[config.mk]
export PLATFORM = sky130hd
export DESIGN_NAME = alu_issue_ctrl
export DESIGN_NICKNAME = d
export VERILOG_FILES = /design/src/rtl/alu_issue_ctrl.sv
export SDC_FILE = /design/constraint.sdc
export NUM_CORES = 1
export LEC_CHECK = 0
export ABC_AREA = 1
export CAP_MARGIN = 20
export CORE_MARGIN = 2
export CORE_UTILIZATION = 55
export CTS_CLUSTER_SIZE = 16
export DETAILED_ROUTE_END_ITERATION = 7
export GPL_TIMING_DRIVEN = 0
export PLACE_DENSITY = 0.78
export RECOVER_POWER = 25
export SLEW_MARGIN = 10
export SYNTH_ARGS = -nofsm -noshare
export SYNTH_HDL_FRONTEND = slang
export SYNTH_SLANG_ARGS = --single-unit
[constraint.sdc]
create_clock -name clk -period 4.8 [get_ports clk]
set_clock_uncertainty 0.05 [all_clocks]
set_input_delay 0.72 -clock clk [delete_from_list [all_inputs] [get_ports clk]]
set_output_delay 0.72 -clock clk [all_outputs]
set_load 0.01 [all_outputs]
[src/rtl/alu_issue_ctrl.sv]
// Command FIFO and issue controller that feeds a combinational ALU from registers and returns results in order.
// Define ALU_ISSUE_OPCHECK_EN to reject opcode 3'b111 with rsp_err instead of issuing it.
module alu_issue_ctrl #(
  parameter int WIDTH         = 32,
  parameter int DEPTH         = 4,
  parameter int SETTLE_CYCLES = 1
) (
  input  logic                     clk,
  input  logic                     rst,
  input  logic                     cmd_valid,
  output logic                     cmd_ready,
  input  logic [WIDTH-1:0]         cmd_a,
  input  logic [WIDTH-1:0]         cmd_b,
  input  logic [2:0]               cmd_op,
  output logic [WIDTH-1:0]         alu_a,
  output logic [WIDTH-1:0]         alu_b,
  output logic                     alu_s0,
  output logic                     alu_s1,
  output logic                     alu_s2,
  input  logic [WIDTH-1:0]         alu_result,
  output logic                     rsp_valid,
  input  logic                     rsp_ready,
  output logic [WIDTH-1:0]         rsp_result,
  output logic [2:0]               rsp_op,
  output logic                     rsp_err,
  output logic                     busy,
  output logic [$clog2(DEPTH):0]   level
);

  localparam int AW = $clog2(DEPTH);
  localparam int LW = AW + 1;
  localparam int CW = (SETTLE_CYCLES > 1) ? $clog2(SETTLE_CYCLES) : 1;

  typedef enum logic [1:0] {IDLE, SETTLE, RESP} state_t;

  typedef struct packed {
    logic [WIDTH-1:0] a;
    logic [WIDTH-1:0] b;
    logic [2:0]       op;
  } cmd_t;

  cmd_t            mem [DEPTH];
  cmd_t            head;
  logic [AW-1:0]   wr_ptr, rd_ptr;
  state_t          state, state_next;
  logic [CW-1:0]   cnt;
  logic [2:0]      op_q;
  logic            push, pop, load, capture, reject, rsp_clear, cnt_dec;
  logic            illegal_op;

  assign head      = mem[rd_ptr];
  assign cmd_ready = (level < LW'(DEPTH));
  assign push      = cmd_valid & cmd_ready;
  assign busy      = (state != IDLE) || (level != '0);

`ifdef ALU_ISSUE_OPCHECK_EN
  assign illegal_op = (head.op == 3'b111);
`else
  assign illegal_op = 1'b0;
`endif

  // NOTE: every comb output gets a default first so no path can infer a latch.
  always_comb begin
    state_next = state;
    pop        = 1'b0;
    load       = 1'b0;
    capture    = 1'b0;
    reject     = 1'b0;
    rsp_clear  = 1'b0;
    cnt_dec    = 1'b0;
    case (state)
      IDLE: begin
        if (level != '0) begin
          pop = 1'b1;
          if (illegal_op) begin
            reject     = 1'b1;
            state_next = RESP;
          end else begin
            load       = 1'b1;
            state_next = SETTLE;
          end
        end
      end
      SETTLE: begin
        if (cnt == '0) begin
          capture    = 1'b1;
          state_next = RESP;
        end else begin
          cnt_dec = 1'b1;
        end
      end
      RESP: begin
        if (rsp_ready) begin
          rsp_clear  = 1'b1;
          state_next = IDLE;
        end
      end
      default: state_next = IDLE;
    endcase
  end

  // NOTE: sequential state uses non-blocking assignments; reset is synchronous, so it lives inside the clocked branch.
  always_ff @(posedge clk) begin
    if (rst) state <= IDLE;
    else     state <= state_next;
  end

  // NOTE: FIFO storage is deliberately not reset; pointers and level alone define which entries are valid.
  always_ff @(posedge clk) begin
    if (push) mem[wr_ptr] <= '{a: cmd_a, b: cmd_b, op: cmd_op};
  end

  always_ff @(posedge clk) begin
    if (rst) begin
      wr_ptr <= '0;
      rd_ptr <= '0;
      level  <= '0;
    end else begin
      if (push) wr_ptr <= wr_ptr + 1'b1;
      if (pop)  rd_ptr <= rd_ptr + 1'b1;
      case ({push, pop})
        2'b10:   level <= level + 1'b1;
        2'b01:   level <= level - 1'b1;
        default: level <= level;
      endcase
    end
  end

  always_ff @(posedge clk) begin
    if (rst) begin
      alu_a      <= '0;
      alu_b      <= '0;
      alu_s0     <= 1'b0;
      alu_s1     <= 1'b0;
      alu_s2     <= 1'b0;
      op_q       <= '0;
      cnt        <= '0;
      rsp_valid  <= 1'b0;
      rsp_result <= '0;
      rsp_op     <= '0;
    end else begin
      if (load) begin
        alu_a  <= head.a;
        alu_b  <= head.b;
        alu_s0 <= head.op[2];
        alu_s1 <= head.op[1];
        alu_s2 <= head.op[0];
        op_q   <= head.op;
        cnt    <= CW'(SETTLE_CYCLES - 1);
      end else if (cnt_dec) begin
        cnt <= cnt - 1'b1;
      end
      if (capture) begin
        rsp_result <= alu_result;
        rsp_op     <= op_q;
        rsp_valid  <= 1'b1;
      end else if (reject) begin
        rsp_result <= '0;
        rsp_op     <= head.op;
        rsp_valid  <= 1'b1;
      end else if (rsp_clear) begin
        rsp_valid <= 1'b0;
      end
    end
  end

`ifdef ALU_ISSUE_OPCHECK_EN
  always_ff @(posedge clk) begin
    if (rst)          rsp_err <= 1'b0;
    else if (capture) rsp_err <= 1'b0;
    else if (reject)  rsp_err <= 1'b1;
  end
`else
  assign rsp_err = 1'b0;
`endif

endmodule

==> results.toml, run 1 <==
[setup_path]
crit_slowest_cell = "nor2_4"
critPathCaptureType = "flop"
crit_arrival_ps = 2630
worstPathCellList = "clkdlybuf4s50_1, nand2_1, nor2_4, buf_12"
worst_path_largest_cell_delay_ps = 810
path_class = "input pin to flop"
startpoint_type = "input pin"
crit_required_ps = 4950
cp_max_fo = 25

[sta]
fin_hold_ws_ps = 411
report.final.slew_viol_count = 0
grt_setup_unrepaired = "false"
setup_viol = 0
worstMarginPinSlew_ps = 904
max_freq_mhz = 404
slew_headroom = 0.396
period_share = 0.516
hold_viol = 0
setup_ws_ps = 2330
fin_crit_ps = 2470
setup-tns-final_ps = 0

[yosys]
ys_ff_latch = 383
synth_nets = 1823
postSynthCellCount = 1714
syn_area_per_cell_um2 = 9.23
ys.flop_type = "edfxtp_1"
synth_area_um2 = 15800
synthDistinctLibCells = 22
synth-edff-count = 268
synth-async-reset-ratio = 0
synth_warnings = 0
ys_seq_area_frac = 0.654

[final_layout]
nNetsFinal = 2084
final_common_cell = "nand2_1"
layout-drive-gt1-share = 0.0673
final_cell_mix = "516 x nand2_1, 351 x inv_1, 268 x edfxtp_1, 174 x nand3_1, 161 x clkdlybuf4s50_1"
areaGrowthSynthToFinish_pct = 25.8

[clock_tree]
htreeDepth = 2
cts_sinks = 383
hold_buffers = 0
insertion_delay_ps = 510
ctsResizeCount = 0
cts_tree = "done"
cts_buffer_depth = 3
cts_buffers = 40
clk_pin_slew_ps = 60
post_cts_buffers = 0
cts-root-buf = "clkbuf_16"

[global_routing]
grt_overflow = 0
antenna_found_initial = 6
grt_use_total = 0.246
grt_pass1_wl_um = 58300
grt_pass1_vias = 11626
grt_max_degree = 26

[floorplanning]
die_w_um = 174
dieArea_um2 = 30100
initial_core_util = 0.554
rows = 62
ios = 212
die_y_um = 174
core_area_um2 = 28500

[pwr]
seqPwrFrac = 0.390
fin_total_pwr_mw = 11.0
p_int_mw = 7.26
power.density_nw_per_um2 = 554
p_switching_mw = 3.77
swShare = 0.342
p_leak_nw = 8.82
irDropWorstVdd_uv = 298
clockPowerShare = 0.266
p_comb_frac = 0.344

[route]
ant_nets = 0
dr_wl_met2_um = 18400
vias_per_cell = 4.93
drt-initial-drc-count = 861
dr.pass1.iters = 5
vias = 11816
top_layer = "met4"
drt-total-wl_um = 37000
wl_met1_um = 14700
routedWlPerCell_um = 15.5
drc = 0
met3WireLength_um = 2880

[run]
maxCapViolCount = 0

[placement]
pre_cts_ws_ps = 1810
place_congestion = 0.875
dp_hpwl_um = 24600
io_buffers = 210

[outcome]
status = "finished clean"

[hold_path]
hp-class = "flop to flop"
-- cells by family (layout without fill, tap and decap cells) --
group / Yosys count / after routing / synth area share
and+or+nand+nor: 840 / 840 / 0.214
adders and majority gates: 6 / 6 / 0.00522
AOI/OAI and AO/OA: 48 / 48 / 0.0152
buffers and inverters: 436 / 727 / 0.111
other: 1 / 8 / 0.000237
DFF: 383 / 383 / 0.654
-- cell type report --
class                   instances  area, um2
flip-flops and latches        383      10300
fillers                      2128       8650
multi-input cells             895       3750
repair buffers                219       2290
inverters                     355       1330
clock buffers                  56       1140
well taps                     384        480
plain buffers                  81        423
clock inverters                16        115
diodes                          7       17.5
-- power groups by stage --
stage               Sequential [mW]  Clock, mW  Combinational (mW)
floorplan                      4.48          0                2.16
global placement               4.40          0                3.64
detailed placement             4.37          0                3.79
CTS                            4.30       2.97                3.82
global route                   4.35       3.09                4.25
finish                         4.30       2.93                3.80
-- worst max-delay path, delay by kind of cell --
family	cells	cell delay [ps]
and+or+nand+nor	2	1120
buffers and inverters	2	760
-- cells in the mapped netlist (2+ instances only) --
library cell | instances | area share
dfxtp_1 | 115 | 0.15
inv_1 | 351 | 0.083
nand2_2 | 2 | 0.00079
buf_4 | 5 | 0.0024
clkbuf_1 | 21 | 0.0050
nand2_1 | 516 | 0.12
a21oi_1 | 43 | 0.014
o21ai_0 | 5 | 0.0016
buf_6 | 6 | 0.0043
buf_2 | 43 | 0.014
nor2_1 | 145 | 0.034
inv_2 | 4 | 0.00095
nand3_1 | 174 | 0.055
buf_1 | 5 | 0.0012
edfxtp_1 | 268 | 0.51
ha_1 | 5 | 0.0040
-- flip-flops by register name, indices dropped and copies added (netlist names), named ones only --
signal and cells:
rsp_valid 1, state 2, alu_a 32, rsp_op 3, cnt 1, rd_ptr 2
op_q 2, alu_b 32, mem 268, alu_s0 1, wr_ptr 2, level 3
rsp_result 32
-- through the flow --
stage                     instances  utilization  area (um2)
after global placement         2308        0.645       18400
final                          2396        0.697       19900
after CTS                      2389        0.696       19900
after floorplan                1714            -       15800
after detailed placement       2317        0.652       18600
after global routing           2391        0.697       19900
-- worst paths after layout --
kind / cells after the start / slack [ps] / end / startpoint
setup / recovery: 4 / 2330 / mem[1][54] / cmd_valid
hold / removal: 2 / 410 / rsp_result[11] / rsp_result[11]
setup reg to reg: 4 / 2430 / mem[1][54] / level[2]
hold reg to reg: 2 / 410 / rsp_result[11] / rsp_result[11]
-- layer usage --
| layer | GRT usage | vias up |
|---|---|---|
| li1 | - | 5800 |
| met4 | 0.0942 | 0 |
| met1 | 0.300 | 5483 |
| met5 | 0 | - |
| met2 | 0.433 | 452 |
| met3 | 0.0474 | 81 |
Note: power is estimated with default switching activity, not from simulation.
==> inputs of run 2 (changes only) <==
clock period = 2.42 ns   (was 4.8 ns; I/O delays follow)
==> run 2 against run 1 <==
Net effect:
- combinational power up 98%
- power up 98%
- worst setup slack worse by 2200 ps
- first-iteration DRC count down 12%
- clock-buffer cell count up 2
- core utilization up 0.053 points
- critical path depth unchanged
- largest cell class unchanged
==> results.toml, run 2 (synthesis results as in run 1) <==
[setup_path]
crit_family = "simple AND/OR/NAND/NOR gates"
crit_required_ps = 2570
reg2reg_from = "level[2]"
crit_slowest_cell = "nor2_4"
cp_max_fo = 24
crit_buf_inv = 2
startpoint_type = "flop"
r2r_slack_ps = 160
path_class = "flop to flop"
worstPathCellList = "inv_1, nand2_1, nor2_4, buf_12"
worst_path_largest_cell_delay_ps = 800
reg2regPathDepth = 4
critPathCaptureType = "flop"
crit_arrival_ps = 2420
r2r_end = "mem[2][51]"

[floorplanning]
rows = 62
die_w_um = 174
core_area_um2 = 28500
ios = 212
initial_core_util = 0.554
dieArea_um2 = 30100
die_y_um = 174

[placement]
pre_cts_ws_ps = -187
io_buffers = 210
dp_cells = 2317
place_congestion = 0.872
dp_hpwl_um = 24500

[route]
drc = 0
routedWlPerCell_um = 15.3
ant_nets = 0
vias_per_cell = 4.87
drt-initial-drc-count = 760
dr.pass1.iters = 6
vias = 11666
drt-total-wl_um = 36600

[hold_path]
hold_depth = 3
hp-class = "input pin to flop"
hold_path_end = "rsp_result[30]"
min_from = "alu_result[30]"

[global_routing]
grt_max_degree = 27
grt_use_total = 0.243
grt_pass1_wl_um = 57900
grt_pass1_vias = 11626
grt_overflow = 0
antenna_found_initial = 7

[final_layout]
nNetsFinal = 2083
utilization = 0.698
layout-drive-gt1-share = 0.0664
areaGrowthSynthToFinish_pct = 25.9
final_common_cell = "nand2_1"
n_fill_cell = 2116
final_cell_mix = "516 x nand2_1, 351 x inv_1, 268 x edfxtp_1, 174 x nand3_1, 161 x clkdlybuf4s50_1"
top_register = "mem"
layoutNonFillerInstCount = 2395
largest_reg_flops = 268

[clock_tree]
htreeDepth = 2
insertion_delay_ps = 520
cts-root-buf = "clkbuf_16"
ctsResizeCount = 0
clk_pin_slew_ps = 60
cts_buffers = 39
hold_buffers = 0
cts_buffer_depth = 3
cts_sinks = 383
post_cts_buffers = 0
cts_tree = "done"

[pwr]
irDropWorstVdd_uv = 609
fin_total_pwr_mw = 21.9
power.density_nw_per_um2 = 1100
p_leak_nw = 8.83

[run]
maxCapViolCount = 0

[sta]
slew_headroom = 0.409
grt_setup_unrepaired = "false"
setup_ws_ps = 159
worstMarginPinSlew_ps = 885
period_share = 0.934
max_freq_mhz = 442
report.final.slew_viol_count = 0
setup_viol = 0
hold_viol = 0
fin_crit_ps = 2260

[outcome]
status = "finished clean"
-- run 2: where the power goes --
group	switching [mW]	internal, mW
sequential	0.423	8.10
clock	2.35	3.51
combinational	4.62	2.89
total	7.39	14.5
-- run 2: per-stage QoR --
stage / setup TNS [ps] / hold WS [ps] / instance area, um2
after floorplan: -150610 / 410 / 15800
after global placement: -609210 / 398 / 18400
after detailed placement: -18700 / 402 / 18600
after CTS: 0 / 360 / 19900
after global routing: 0 / 388 / 19900
final: 0 / 378 / 19900
-- run 2: tightest hold or removal path, cell delays in order --
cell and delay, ps:
clkdlybuf4s50_1 400, nand3_1 80, a21oi_1 60
-- run 2: worst max-delay path by stage --
stage                   start          to  slack, ps  cells after the start
detailed placement  cmd_valid  mem[2][36]       -190                      4
floorplan            level[2]   mem[0][0]       -560                      3
global placement    cmd_valid  mem[3][31]      -2330                      3
CTS                  level[2]  mem[2][51]        130                      4
global route         level[2]  mem[2][51]          6                      4
finish               level[2]  mem[2][51]        160                      4
-- run 2: cell type report --
| class | count | area [um2] | share of cell area |
|---|---|---|---|
| diodes | 7 | 17.5 | 0.000880 |
| clock buffers | 58 | 1150 | 0.0580 |
| inverters | 355 | 1330 | 0.0669 |
| flip-flops and latches | 383 | 10300 | 0.520 |
| repair buffers | 219 | 2300 | 0.115 |
| clock inverters | 13 | 111 | 0.00559 |
| well taps | 384 | 480 | 0.0241 |
| multi-input cells | 895 | 3750 | 0.188 |
| plain buffers | 81 | 423 | 0.0212 |
-- run 2: routing by layer --
layer	up-vias	GRT usage	part of all wire
li1	5791	-	-
met1	5313	0.292	0.39
met2	483	0.429	0.49
met3	75	0.0581	0.088
met4	4	0.0896	0.027
met5	-	0	0.00063
